`src/rtl/regfile_wr_decode.sv`:
```
// regfile_wr_decode: 32 x WIDTH register file with a one-hot write decode, two 32:1 read selects and a hard-wired zero register
//   clk           : rising-edge clock for all register updates
//   reset         : asynchronous active-low clear of every register
//   RegWrite      : write enable for this cycle
//   WriteRegister : destination register index
//   WriteData     : data captured into the destination register
//   ReadRegister1 : read port 1 index
//   ReadRegister2 : read port 2 index
//   ReadData1     : read port 1 data (combinational)
//   ReadData2     : read port 2 data (combinational)
module regfile_wr_decode #(
    parameter int WIDTH    = 64,
    parameter int ZERO_REG = 31,
    parameter int BYPASS   = 1
) (
    input  logic             clk,
    input  logic             reset,
    input  logic             RegWrite,
    input  logic [4:0]       WriteRegister,
    input  logic [WIDTH-1:0] WriteData,
    input  logic [4:0]       ReadRegister1,
    input  logic [4:0]       ReadRegister2,
    output logic [WIDTH-1:0] ReadData1,
    output logic [WIDTH-1:0] ReadData2
);
    logic [31:0]      en;
    logic [WIDTH-1:0] regs [32];
    logic             hit1, hit2;

    // Zero register never gets an enable, so its flops stay at their reset value of 0.
    assign en = {32{RegWrite}} & (32'd1 << WriteRegister) & ~(32'd1 << ZERO_REG);

    always_ff @(posedge clk or negedge reset) begin
        if (!reset) begin
            for (int k = 0; k < 32; k++) regs[k] <= '0;
        end else begin
            for (int k = 0; k < 32; k++) if (en[k]) regs[k] <= WriteData;
        end
    end

    // Five levels of 2:1 muxes, level l steered by address bit l.
    // Writing t[i] is safe: later reads at this level use indices >= 2*(i+1).
    function automatic logic [WIDTH-1:0] sel32(input logic [WIDTH-1:0] v [32], input logic [4:0] a);
        logic [WIDTH-1:0] t [32];
        t = v;
        for (int l = 0; l < 5; l++)
            for (int i = 0; i < (16 >> l); i++)
                t[i] = a[l] ? t[2*i+1] : t[2*i];
        return t[0];
    endfunction

    assign hit1 = (BYPASS != 0) && RegWrite && (ReadRegister1 == WriteRegister) && (WriteRegister != 5'(ZERO_REG));
    assign hit2 = (BYPASS != 0) && RegWrite && (ReadRegister2 == WriteRegister) && (WriteRegister != 5'(ZERO_REG));

    always_comb begin
        ReadData1 = hit1 ? WriteData : sel32(regs, ReadRegister1);
        ReadData2 = hit2 ? WriteData : sel32(regs, ReadRegister2);
    end
endmodule

```
`config.mk`:
```
export PLATFORM = sky130hd
export DESIGN_NAME = regfile_wr_decode
export DESIGN_NICKNAME = d
export VERILOG_FILES = /design/src/rtl/regfile_wr_decode.sv
export SDC_FILE = /design/constraint.sdc
export NUM_CORES = 2
export LEC_CHECK = 0
export CAP_MARGIN = 20
export CORE_MARGIN = 5
export CORE_UTILIZATION = 45
export DETAILED_ROUTE_END_ITERATION = 6
export PLACE_DENSITY = 0.66
export SYNTH_ARGS = -nofsm -noshare
export SYNTH_HDL_FRONTEND = slang
export SYNTH_SLANG_ARGS = --single-unit
```
`constraint.sdc`:
```
create_clock -name clk -period 4 [get_ports clk]
set_input_delay 0.8 -clock clk [delete_from_list [all_inputs] [get_ports clk]]
set_output_delay 0.8 -clock clk [all_outputs]
set_load 0.05 [all_outputs]
```
# Yosys cells after proc, flatten, opt, wreduce, memory -nomap -nowiden
# Cells that the tools add are included.
# totals
ff_bits	1984
out_inout_bits	128
wordCells	104
# classes
n_eq_ne	3
n_shift	1
muxes	64
bitwise_logic	1
n_reduce_logical	4
# ops
cell	n
$mux W64	64
$and A31 B31 Y31	1
$shl A1 B5 Y31 const A	1
$eq A5 B5 Y1	2
$ne A5 B5 Y1 const B	1
$logic_and A1 B1 Y1	4

# Longest topological paths before layout
# depth
word_depth	6
mapped_depth	10

# Worst setup path after synthesis
# No wires, ideal clock.
# synth_path
kind	input to output
startpoint	input port ReadRegister1[0]
endpoint	output port ReadData1[26]
arrival_ps	3247
required_ps	3200
setup_slack_ps	-47
cell_stages	9
n_path_buf	4
cell_sequence	buf_2 -> buf_2 -> buf_6 -> nand2_2 -> buf_4 -> o22ai_1 -> a2111oi_0 -> a211oi_1 -> o31ai_1
# synth_between
elab_chain_len	6
elab_cells_between_ends	35
classes_between	1 x eq/ne; 32 x mux; 2 x reduce/logical
# synth_rtl
item	line	source
start, declared	21	input logic [4:0] ReadRegister1,
$mux W64 (5 in series)	48	t[i] = a[l] ? t[2*i+1] : t[2*i];
$mux W64 *	56	ReadData1 = hit1 ? WriteData : sel32(regs, ReadRegister1);
end, declared	23	output logic [WIDTH-1:0] ReadData1,
# Every way passes the cells marked *; elsewhere a longest branch is shown, timed or not.

# Worst setup path after layout
# layout_path
startpoint	input port ReadRegister2[4]
endpoint	output port ReadData2[42]
# layout_between
elab_chain_len	4
elab_cells_between_ends	5
classes_between	1 x eq/ne; 2 x mux; 2 x reduce/logical
# layout_rtl
item	line	source
start, declared	22	input logic [4:0] ReadRegister2,
$eq A5 B5 Y1	53	assign hit2 = (BYPASS != 0) && RegWrite && (ReadRegister2 == WriteRegister) && (WriteRegister != 5'(ZERO_REG)) ...
$logic_and A1 B1 Y1 (2 in series)	53	
$mux W64 *	57	ReadData2 = hit2 ? WriteData : sel32(regs, ReadRegister2);
end, declared	24	output logic [WIDTH-1:0] ReadData2
# Marked as above.

==> impl_metrics.ini <==
[run_status]
status = finished, violations left
violations = setup timing

[critical_path]
crit_buf_inv = 7
start_kind = primary input
r2r-start = regs[2034]
arrival_ns = 3.20
crit_path_frequent_cell = buf_4
cpPeakStageDelay_ns = 0.51
crit_slowest_cell = clkdlybuf4s50_1
cp_num_cells = 12
cp.required_ns = 3.20
crit_fanout = 6
crit_type = primary input to output port
crit_chain = clkdlybuf4s50_1 -> buf_12 -> xnor2_1 -> nand3_1 -> nor4_4 -> buf_4 -> buf_4 -> clkbuf_16 -> or3_1 -> o21ai_2 -> buf_4 -> buf_12
critical_path.top_delay_family = buffers and inverters
reg2regPathDepth = 1
critPathLaunch = ReadRegister2[4]
end_kind = output port

[clock_tree]
cts_tree = built
cts.sink_count = 1984
cts_max_path_buffers = 3
clk_pin_slew_worst_paths_ns = 0.06
cts_buffers = 214
htreeDepth = 4
root_buffer = clkbuf_16
insertion_delay_ns = 0.86

[synthesis]
postSynthCellCount = 7777
syn_area_per_cell_um2 = 13.81
syn_nets = 7859
ys_seq_area_share_pct = 46.21
synth.distinct_cells = 52
synthesis.area_um2 = 107400
ys_seq_elements = 1984
synthArstFlopShare_pct = 100.0
yosys_warnings = 0
synth-main-ff-cell = dfrtp_1
synth-edff-count = 0

[finish]
stdcell_area_um2 = 127100
final_common_cell = dfrtp_1
top_register = regs
largest_reg_flops = 1984
fillers = 19480
reg_top3 = regs: 1984 flops
synthToLayoutAreaGrowth_pct = 18.28
finalNonFillerCells = 11400
final_nets = 8121
drive_gt1_share_pct = 49.17
multi_input_area_um2 = 54750
regArea_um2 = 49650
layout_common_cells = 1984 x dfrtp_1, 1977 x mux2_2, 734 x mux4_2, 468 x buf_4, 415 x nand2_1
final_core_util_pct = 53.43

[pwr]
swShare_pct = 28.79
p_switching_mw = 17.98
p_leak_nw = 54.84
seqPwrFrac_pct = 43.2
combPwrFrac_pct = 23.3
pwr-share-clk_pct = 33.5
peakVddDrop_uv = 412.7
p_total_mw = 62.47
p_int_mw = 44.48
pwr_density_cell_nw_per_um2 = 491.6

[routing]
drt-initial-drc-count = 8131
antenna_left = 0
drtPass1Iterations = 6
routed_wl_mm = 377.9
vias = 75960
route.detailed.drc = 0
wire_per_inst_um = 33.16
viasPerCell = 6.664

[placement]
dp_hpwl_mm = 222.7
place_congestion = 0.8674
port_buffers = 209
placed_cells = 10970
place_area_um2 = 118900
place_worst_setup_slack_ns = -0.5126

[worst_hold_path]
hold_path_depth = 1
hold_path_class = register to register
hp-start = regs[1804]

[floorplanning]
die_h_um = 498.6
core_um2 = 237900
placementRows = 179
ioPinCount = 210
fp.dieArea_um2 = 248600
start_util_pct = 45.17
die_x_um = 498.6

[sta]
hold_violations = 0
final-setup-viol-count = 1
drv_slew = 0
worst_slew_pin_slew_ns = 1.136
post-route-period-util_pct = 100.0
period_minus_slack_ns = 4.000
clock_skew_ns = 0
fin_ws_ns = -0.0003066
slew_headroom_pct = 24.28
fmax_ghz = 0.2500

[global_route]
grt_max_degree = 156
gr-total-overflow = 0
antenna_found_initial = 17
grt_pass1_vias = 78420
grt_pass1_wl_mm = 551.9
track_usage_pct = 29.83

[job]
drv_cap = 0
## Yosys cell counts, types with 65 or more instances
cell | count | area share, %
a211oi_1 | 207 | 1.4
a21oi_1 | 108 | 0.50
buf_2 | 281 | 1.3
buf_4 | 98 | 0.68
clkbuf_1 | 418 | 1.5
dfrtp_1 | 1984 | 46
mux2_2 | 1977 | 21
mux2i_1 | 400 | 3.7
mux4_2 | 734 | 15
nand2_1 | 431 | 1.5
nor2_1 | 192 | 0.67
nor2b_1 | 91 | 0.53
o21ai_0 | 129 | 0.60
o22ai_1 | 147 | 0.86
o31ai_1 | 65 | 0.45
or3_1 | 65 | 0.38
## metal layers
metal | GRT usage, % | vias to the layer above | part of all wire, %
met4 | 13.01 | 4 | 5.1
met3 | 7.676 | 1003 | 9.8
met5 | 0 | - | 0.0056
met1 | 39.96 | 40580 | 39
li1 | - | 30220 | -
met2 | 46.14 | 4150 | 46
## stage by stage
step | hold WS [ns] | TNS (ns)
floorplan | 0.4697 | 0
global placement | 0.4809 | -12.81
detailed placement | 0.4975 | -9.920
CTS | 0.5066 | 0
global route | 0.5274 | -0.7266
finish | 0.5073 | -0.0003066
## power by group through the flow
stage | registers, mW | logic, mW | clock network [mW]
final | 27.0 | 14.5 | 20.9
after floorplan | 26.1 | 9.92 | 0
after global routing | 27.4 | 15.4 | 21.9
after CTS | 26.8 | 14.4 | 21.1
after global placement | 26.8 | 14.0 | 0
after detailed placement | 27.2 | 14.3 | 0
## cell type report
cell class,instances,area share (%)
diodes,15,0.02954
clock buffers,315,4.931
clock inverters,79,0.8635
inverters,2,0.01182
multi-input cells,4942,43.09
flip-flops and latches,1984,39.07
well taps,3167,3.118
repair buffers,895,8.888
## path summary, 6_finish.rpt
kind                                 end  slack, ns
max                        ReadData2[42]    -0.0003
min                           regs[1804]       0.51
max reg2reg                   regs[2034]       3.18
min reg2reg                   regs[1804]       0.51
max in group asynchronous      regs[969]       2.11
min in group asynchronous      regs[946]       0.53
## cell families after synthesis
family	Yosys count	synth area share, %
simple gates	828	3.453
flops	1984	46.21
mux	3174	40.50
xor+xnor	10	0.08152
buf+inv	851	3.735
compound gates	930	6.022
## timing repair
item	in CTS	in global routing
pin swaps	3	5
endpoints found under the setup margin	75	53
buffers inserted	14	3
hold buffers	1	0
resized for setup	80	62
hold endpoints to repair	46	0
gates cloned	1	4
No activity file was read; power rests on OpenSTA's default activity.
